===== config.mk =====
export PLATFORM = sky130hd
export DESIGN_NAME = fixed_point_divider
export DESIGN_NICKNAME = d
export VERILOG_FILES = /design/src/rtl/fixed_point_divider.sv
export SDC_FILE = /design/constraint.sdc
export NUM_CORES = 1
export LEC_CHECK = 0
export CORE_MARGIN = 10
export CORE_UTILIZATION = 45
export DETAILED_ROUTE_END_ITERATION = 7
export PLACE_DENSITY = 0.66
export REMOVE_ABC_BUFFERS = 1
export SYNTH_ARGS = -nofsm -noshare
export SYNTH_HDL_FRONTEND = slang
export SYNTH_SLANG_ARGS = --single-unit

===== constraint.sdc =====
create_clock -name clk -period 3.1 [get_ports clk]
set_input_delay 0.465 -clock clk [delete_from_list [all_inputs] [get_ports clk]]
set_output_delay 0.465 -clock clk [all_outputs]
set_load 0.02 [all_outputs]

===== src/rtl/fixed_point_divider.sv =====
// -----------------------------------------------------------------------------
// fixed_point_divider
//
// Signed fixed-point divider, Q(WIDTH-FBITS).FBITS operands and result.
// result = trunc_toward_zero((operand_1 << FBITS) / operand_2), computed as an
// unsigned restoring radix-2 division on magnitudes (one quotient bit per
// cycle, WIDTH+FBITS cycles), followed by sign application and saturation.
//
// Ports:
//   clk          clock, all state updates on the rising edge
//   reset        synchronous, active-high; forces IDLE and clears outputs
//   start        request pulse, only sampled in IDLE
//   operand_1    dividend (signed fixed-point)
//   operand_2    divisor  (signed fixed-point)
//   result       registered quotient, held until the next completion
//   ready        one-cycle pulse when result/flags are updated
//   busy         high while the iterative division runs
//   div_by_zero  last result came from a zero divisor
//   overflow     last result was saturated
// -----------------------------------------------------------------------------
module fixed_point_divider #(
    parameter int WIDTH = 32,
    parameter int FBITS = 10
) (
    input  logic             clk,
    input  logic             reset,
    input  logic             start,
    input  logic [WIDTH-1:0] operand_1,
    input  logic [WIDTH-1:0] operand_2,
    output logic [WIDTH-1:0] result,
    output logic             ready,
    output logic             busy,
    output logic             div_by_zero,
    output logic             overflow
);

    localparam int NBITS = WIDTH + FBITS;          // numerator / quotient width
    localparam int CW    = $clog2(NBITS + 1);      // iteration counter width

    localparam logic [WIDTH-1:0] MAX_VAL = {1'b0, {(WIDTH-1){1'b1}}};
    localparam logic [WIDTH-1:0] MIN_VAL = {1'b1, {(WIDTH-1){1'b0}}};
    // Largest quotient magnitudes that still fit for each result sign.
    localparam logic [NBITS-1:0] POS_LIM = NBITS'(MAX_VAL);
    localparam logic [NBITS-1:0] NEG_LIM = NBITS'(MIN_VAL);
    localparam logic [CW-1:0]    LAST_IT = CW'(NBITS);

    typedef enum logic [1:0] {
        IDLE,
        DIVIDE,
        DONE
    } state_t;

    state_t state, state_nxt;

    // Division datapath state.
    logic [WIDTH-1:0] divisor_q;   // |operand_2|
    logic [WIDTH:0]   rem_q;       // partial remainder, one spare bit
    logic [NBITS-1:0] quo_q;       // numerator shifts out, quotient shifts in
    logic             neg_q;       // operand signs differ
    logic [CW-1:0]    iter_q;

    // -------------------------------------------------------------------------
    // Operand magnitudes. The most negative value maps to 2^(WIDTH-1), which
    // is representable as an unsigned WIDTH-bit magnitude.
    // -------------------------------------------------------------------------
    logic             op1_neg, op2_neg, div_zero;
    logic [WIDTH-1:0] op1_mag, op2_mag;

    always_comb begin
        op1_neg  = operand_1[WIDTH-1];
        op2_neg  = operand_2[WIDTH-1];
        op1_mag  = op1_neg ? (~operand_1 + WIDTH'(1)) : operand_1;
        op2_mag  = op2_neg ? (~operand_2 + WIDTH'(1)) : operand_2;
        div_zero = (operand_2 == '0);
    end

    // -------------------------------------------------------------------------
    // One restoring step: shift the next numerator bit into the remainder,
    // subtract the divisor if it fits, shift the outcome into the quotient.
    // -------------------------------------------------------------------------
    logic [WIDTH:0]   rem_shift, rem_next;
    logic [NBITS-1:0] quo_next;
    logic             fits;

    always_comb begin
        rem_shift = {rem_q[WIDTH-1:0], quo_q[NBITS-1]};
        fits      = (rem_shift >= {1'b0, divisor_q});
        rem_next  = fits ? (rem_shift - {1'b0, divisor_q}) : rem_shift;
        quo_next  = {quo_q[NBITS-2:0], fits};
    end

    // -------------------------------------------------------------------------
    // Sign application and saturation on the final quotient magnitude.
    // A negative result may reach magnitude 2^(WIDTH-1) without saturating.
    // -------------------------------------------------------------------------
    logic [WIDTH-1:0] sat_result;
    logic             sat_ovf;

    always_comb begin
        sat_result = quo_q[WIDTH-1:0];
        sat_ovf    = 1'b0;
        if (!neg_q) begin
            if (quo_q > POS_LIM) begin
                sat_result = MAX_VAL;
                sat_ovf    = 1'b1;
            end
        end else begin
            if (quo_q > NEG_LIM) begin
                sat_result = MIN_VAL;
                sat_ovf    = 1'b1;
            end else begin
                sat_result = ~quo_q[WIDTH-1:0] + WIDTH'(1);
            end
        end
    end

    // -------------------------------------------------------------------------
    // FSM: state register
    // -------------------------------------------------------------------------
    always_ff @(posedge clk) begin
        if (reset) state <= IDLE;
        else       state <= state_nxt;
    end

    // -------------------------------------------------------------------------
    // FSM: next state and status outputs
    // -------------------------------------------------------------------------
    always_comb begin
        state_nxt = state;
        ready     = 1'b0;
        busy      = 1'b0;
        unique case (state)
            IDLE: begin
                // A zero divisor is resolved at acceptance, so skip DIVIDE.
                if (start) state_nxt = div_zero ? DONE : DIVIDE;
            end
            DIVIDE: begin
                busy = 1'b1;
                // The cycle after the last iteration registers the result.
                if (iter_q == LAST_IT) state_nxt = DONE;
            end
            DONE: begin
                ready     = 1'b1;
                state_nxt = IDLE;
            end
            default: state_nxt = IDLE;
        endcase
    end

    // -------------------------------------------------------------------------
    // Datapath and registered outputs
    // -------------------------------------------------------------------------
    always_ff @(posedge clk) begin
        if (reset) begin
            divisor_q   <= '0;
            rem_q       <= '0;
            quo_q       <= '0;
            neg_q       <= 1'b0;
            iter_q      <= '0;
            result      <= '0;
            div_by_zero <= 1'b0;
            overflow    <= 1'b0;
        end else begin
            unique case (state)
                IDLE: begin
                    if (start) begin
                        divisor_q <= op2_mag;
                        rem_q     <= '0;
                        quo_q     <= {op1_mag, {FBITS{1'b0}}};
                        neg_q     <= op1_neg ^ op2_neg;
                        iter_q    <= '0;
                        if (div_zero) begin
                            result      <= op1_neg ? MIN_VAL : MAX_VAL;
                            div_by_zero <= 1'b1;
                            overflow    <= 1'b0;
                        end
                    end
                end
                DIVIDE: begin
                    if (iter_q != LAST_IT) begin
                        rem_q  <= rem_next;
                        quo_q  <= quo_next;
                        iter_q <= iter_q + CW'(1);
                    end else begin
                        result      <= sat_result;
                        overflow    <= sat_ovf;
                        div_by_zero <= 1'b0;
                    end
                end
                default: ;
            endcase
        end
    end

endmodule


Yosys cells after proc, flatten, opt, wreduce, memory -nomap -nowiden. Index checks and enable logic that the tools add are counted.

Register bits after elaboration: 149. Bits in latches: 0. RAM bits: 0. ROM bits: 0. Input port bits: 67. Word-level logic and storage cells: 74. Memories kept: 0.

Add/sub/neg operators: 5. Multiply operators: 0. Div/mod/pow operators: 0. Order comparisons: 3. Equality and inequality tests: 9. Shift-type cells: 0. Mux-type cells: 37. Bitwise operators: 4. Reduce and logical (&&, ||, !) cells: 7.

Operator list (number): $mux W32 (12); $pmux W32 S2 (2); $add A32 B1 Y32 const B (3); $not A32 Y32 (3); $mux W42 (2); $pmux W42 S2 (1); $gt A42 B31 Y1 const B (1); $gt A42 B32 Y1 const B (1); $ge A33 B32 Y1 (1); $logic_not A32 Y1 (1); $sub A32 B32 Y32 (1); $mux W6 (2); $pmux W6 S2 (1); $mux W1 (11); $ne A2 B2 Y1 const B (5); $add A6 B1 Y6 const B (1); $eq A6 B6 Y1 const B (1); $mux W2 (3); $ne A6 B6 Y1 const B (1); $pmux W1 S2 (2); $pmux W2 S2 (1); $reduce_and A2 Y1 (2); $reduce_and A4 Y1 (1); $reduce_and A3 Y1 (1); other kinds (5) (5).

Depth between registers and ports, before layout. Gate-level depths: netlist (run 1).

Depth in word-level cells: 6. Depth in mapped cells: 14. Gate-level depth less buffers: 12.

Worst setup path before layout (run 1). OpenSTA, ideal clock, no wires.

Path type: input port to flip-flop. Start point: input port operand_1[4]. End point: register quo_q[39]. Setup time: 0.070 ns. Data arrival time: 2.606 ns. Slack: 0.424 ns. Cell stages on the path: 9. Cells stage by stage: or4_4 -> nor3_4 -> and3_4 -> nand4_2 -> or4_4 -> o31ai_4 -> xor2_1 -> a211o_1 -> a21oi_1.

Word-level cells in the longest chain between the ends: 5.

RTL lines: start: declaration (RTL line 28) `input logic [WIDTH-1:0] operand_1,`; $not A32 Y32 (RTL line 72) `op1_mag = op1_neg ? (~operand_1 + WIDTH'(1)) : operand_1;`; $add A32 B1 Y32 (RTL line 72); $mux W32 (RTL line 72); $mux W42 (RTL line 166) `if (start) begin`; $pmux W42 S2 (RTL line 164) `unique case (state)`; end signal: assignment (RTL line 169) `quo_q <= {op1_mag, {FBITS{1'b0}}};`; end signal: assignment (RTL line 182) `quo_q <= quo_next;`; end: declaration (RTL line 58) `logic [NBITS-1:0] quo_q;`.

Every way passes these cells. The select of a mux whose other input is x is not followed. A chain may end at the register's enable or synchronous reset.

Final worst setup path (run 1).
Start point: register quo_q[41]. End point: register rem_q[2].

Word-level cells in the longest chain between the ends: 4.

RTL lines: $sub A32 B32 Y32 / $ge A33 B32 Y1 (equally long branches) (RTL line 88, 87); $mux W32 (*) (RTL line 88) `rem_next = fits ? (rem_shift - {1'b0, divisor_q}) : rem_shift;`; $mux W32 (*) (RTL line 180) `if (iter_q != LAST_IT) begin`; $pmux W32 S2 (*) (RTL line 164); end signal: assignment (RTL line 181) `rem_q <= rem_next;`; end: declaration (RTL line 57) `logic [WIDTH:0] rem_q;`.

Mark *: on every way between the ends. The rest lies on a longest branch, timed or not. The select of a mux whose other input is x is not followed.

==> impl_metrics.yaml, run 1 <==
status:
  status: "finished, final reports clean"
cells_and_area:
  diodes: 0
  n_fill_cell: 2126
  layout_common_cells: "160 x nand2_1, 149 x dfxtp_1, 122 x nor2_1"
  fin_nets: 1531
  synthToLayoutAreaGrowth_pct: 22.6
  drive_above_1_share_pct: 11.0
  final_core_util_pct: 56.1
  layout_commonest_cell: "nand2_1"
die:
  core_area_mm2: 0.0219
  rows: 54
  die-height_um: 169
  start_util_pct: 45.8
  io-pin-count: 103
  die_w_um: 169
  die_area_mm2: 0.0286
global_routing:
  grt_pass1_vias: 9368
  grt_first_pass_wirelength_um: 46900
  grt_max_degree: 79
  track_usage_pct: 19.6
  grt-ovfl-total: 0
  antenna_found_initial: 0
synthesis:
  synthDistinctLibCells: 73
  seq_area_frac_synth_pct: 29.8
  synthFlopType: "dfxtp_1"
  async_flop_share_pct: 0
  syn_area_mm2: 0.0100
  ys_ff_latch: 149
  synth_edf_count: 0
  synth_warnings: 0
  syn_avg_cell_area_um2: 7.70
  syn_inst: 1302
placed_design:
  dp_hpwl_um: 21200
  place_congestion: 0.915
  portBuffers: 102
cts:
  cts_tree: "done"
  clock-sinks: 149
  clock_tree.root_cell: "clkbuf_16"
  cts_buffer_depth: 2
  htree_levels: 4
  clkSlewWorstSetupHoldPaths_ns: 0.07
  numCtsBuffers: 17
  insertion_delay_ns: 0.44
min_path:
  whs_path_depth: 2
  min_to: "result[6]"
  hold_class: "flip-flop to flip-flop"
  hp-start: "result[6]"
timing:
  min_period_over_period_pct: 93.6
  skew_ns: 0.0107
  fin_setup_tns_ns: 0
  maxSlewViolCount: 0
  worst_slew_pin_slew_ns: 0.735
  final.min_clock_period_ns: 2.90
  rsz0062_at_grt: "no"
  finalHoldViolCount: 0
  finalSetupViolations: 0
  fmax_mhz: 345
  slew-limit-headroom_pct: 51.0
routing:
  via_per_inst: 5.70
  dr_total_vias: 9790
  drc: 0
  drtPass1Iterations: 4
  postRouteWirelength_um: 28800
  ant_nets: 0
  drtIter0Drc: 647
  routedWlPerCell_um: 16.8
worst_setup_path:
  cp_cell_sequence: "inv_1, ha_1, nor2b_1, o2111ai_1, a21boi_1, o21ai_1, a31oi_2, a32oi_1, o211ai_1, buf_4, buf_12, mux2i_1, o21ai_0"
  endpoint_kind: "flip-flop"
  r2r_slack_ns: 0.20
  crit_slowest_cell: "dfxtp_1"
  startpoint: "quo_q[41]"
  worst_r2r_path_depth: 13
  crit_path_start_kind: "flip-flop"
  cp_top_family: "compound AO/OA/AOI/OAI gates"
  cp_max_fo: 7
  crit_type: "flip-flop to flip-flop"
  required_ns: 3.41
  crit_buf_inv: 3
  worstReg2RegStart: "quo_q[41]"
  slowest_delay_ns: 0.38
  cp.arrival_ns: 3.21
  r2r-end: "rem_q[2]"
power:
  pwr-share-seq_pct: 30.0
  swShare_pct: 37.3
  power.density_mw_per_mm2: 595
  clock_power_share_pct: 29.0
  switchingPower_mw: 2.73
  pwr-share-comb_pct: 41.0
  power.leakage_nw: 4.74
  p_int_mw: 4.59
  ir_drop_mv: 0.337
run:
  cap_violations: 0
-- timing repair --
action,4_1_cts,5_1_grt
gates resized for setup,0,7
setup endpoints to repair,0,33
hold buffers,0,0
setup buffers,0,0
-- area by class of cell --
type | count | area (um2) | share of cell area (%)
Multi-Input combinational cell | 1022 | 6450 | 52.5
Sequential cell | 149 | 2980 | 24.3
Timing Repair Buffer | 186 | 1720 | 14.0
Clock buffer | 18 | 439 | 3.58
Tap cell | 280 | 350 | 2.85
Inverter | 50 | 188 | 1.53
Clock inverter | 14 | 159 | 1.29
-- state kept, by name, summed over array words and instances, names as in the netlist --
signal,cells
div_by_zero,1
divisor_q,32
iter_q,6
neg_q,1
overflow,1
quo_q,42
rem_q,32
result,32
state,2
-- synthesized netlist by cell type, types with 9 or more instances --
library cell	instances	area share, %
clkbuf_1	60	2.2
or2_2	9	0.56
or3_1	9	0.56
inv_1	50	1.9
nor2_1	126	4.7
a21o_1	13	0.97
dfxtp_1	149	30
and2_1	10	0.62
o41ai_1	10	0.87
nor4_1	16	1.0
a31oi_1	18	1.1
a211oi_1	52	3.9
nand2_1	160	6.0
nor2b_1	11	0.69
o21ai_1	13	0.65
nor3_1	32	1.6
o21ai_0	89	4.4
mux2i_1	31	3.1
a21oi_1	94	4.7
o31ai_1	20	1.5
ha_1	37	4.6
a22oi_1	10	0.75
xor2_1	51	4.5
nand3_1	28	1.4
nand4_1	10	0.62
xnor2_1	44	3.8
-- worst max-delay path by stage --
stage                endpoint  slack [ns]  cells past startpoint
finish               rem_q[2]        0.20                     13
global route        rem_q[10]        0.02                     13
CTS                  rem_q[2]        0.11                     13
detailed placement  quo_q[39]       -0.09                     10
global placement    quo_q[39]       -0.07                     10
floorplan            rem_q[0]       -1.49                     11
-- per-layer routing --
metal / GRT usage [%] / share of wire [%] / vias to the layer above
li1: - / - / 4952
met2: 33.0 / 48 / 245
met1: 23.9 / 44 / 4546
met3: 3.57 / 4.9 / 47
met5: 0 / 0 / -
met4: 8.63 / 3.2 / 0
-- power by group through the flow --
stage	registers, mW	logic [mW]	clock network, mW
6_report	2.19	3.00	2.12
5_1_grt	2.21	3.31	2.23
4_1_cts	2.19	2.97	2.15
3_5_place_dp	2.23	2.95	0
3_3_place_gp	2.23	2.92	0
2_1_floorplan	2.20	2.11	0
-- per-stage QoR --
stage / area [um2] / setup slack (ns) / power [mW] / hold slack, ns / cells
final: 12300 / 0.199 / 7.31 / 0.449 / 1719
after CTS: 12300 / 0.110 / 7.31 / 0.451 / 1719
after detailed placement: 11700 / -0.0942 / 5.18 / 0.442 / 1687
after floorplan: 9590 / -1.49 / 4.31 / 0.426 / 1221
after global routing: 12300 / 0.0175 / 7.75 / 0.472 / 1719
after global placement: 11700 / -0.0676 / 5.15 / 0.437 / 1687
-- logic make-up after synthesis --
group                    share of synthesized area, %
AO/OA/AOI/OAI                                    24.7
adder cells (fa/ha/maj)                          4.82
XOR/XNOR                                         8.30
flip-flops                                       29.8
buffers and inverters                            6.14
multiplexers                                     3.10
AND/OR/NAND/NOR                                  23.2
-- worst register-to-register path: cells and delay by family, from the launching register on --
family                   cells  cell delay (ns)
AO/OA/AOI/OAI                7             1.34
AND/OR/NAND/NOR              1             0.16
buffers and inverters        3             0.42
multiplexers                 1             0.25
flip-flops                   1             0.38
adder cells (fa/ha/maj)      1             0.21
Power figures use the tool's default switching activity.
==> inputs of run 2 (changes only) <==
Settings changed: TNS_END_PERCENT set to 1.
==> results of run 2 <==
Final layout, timing and power as in run 1 (identical DEF).
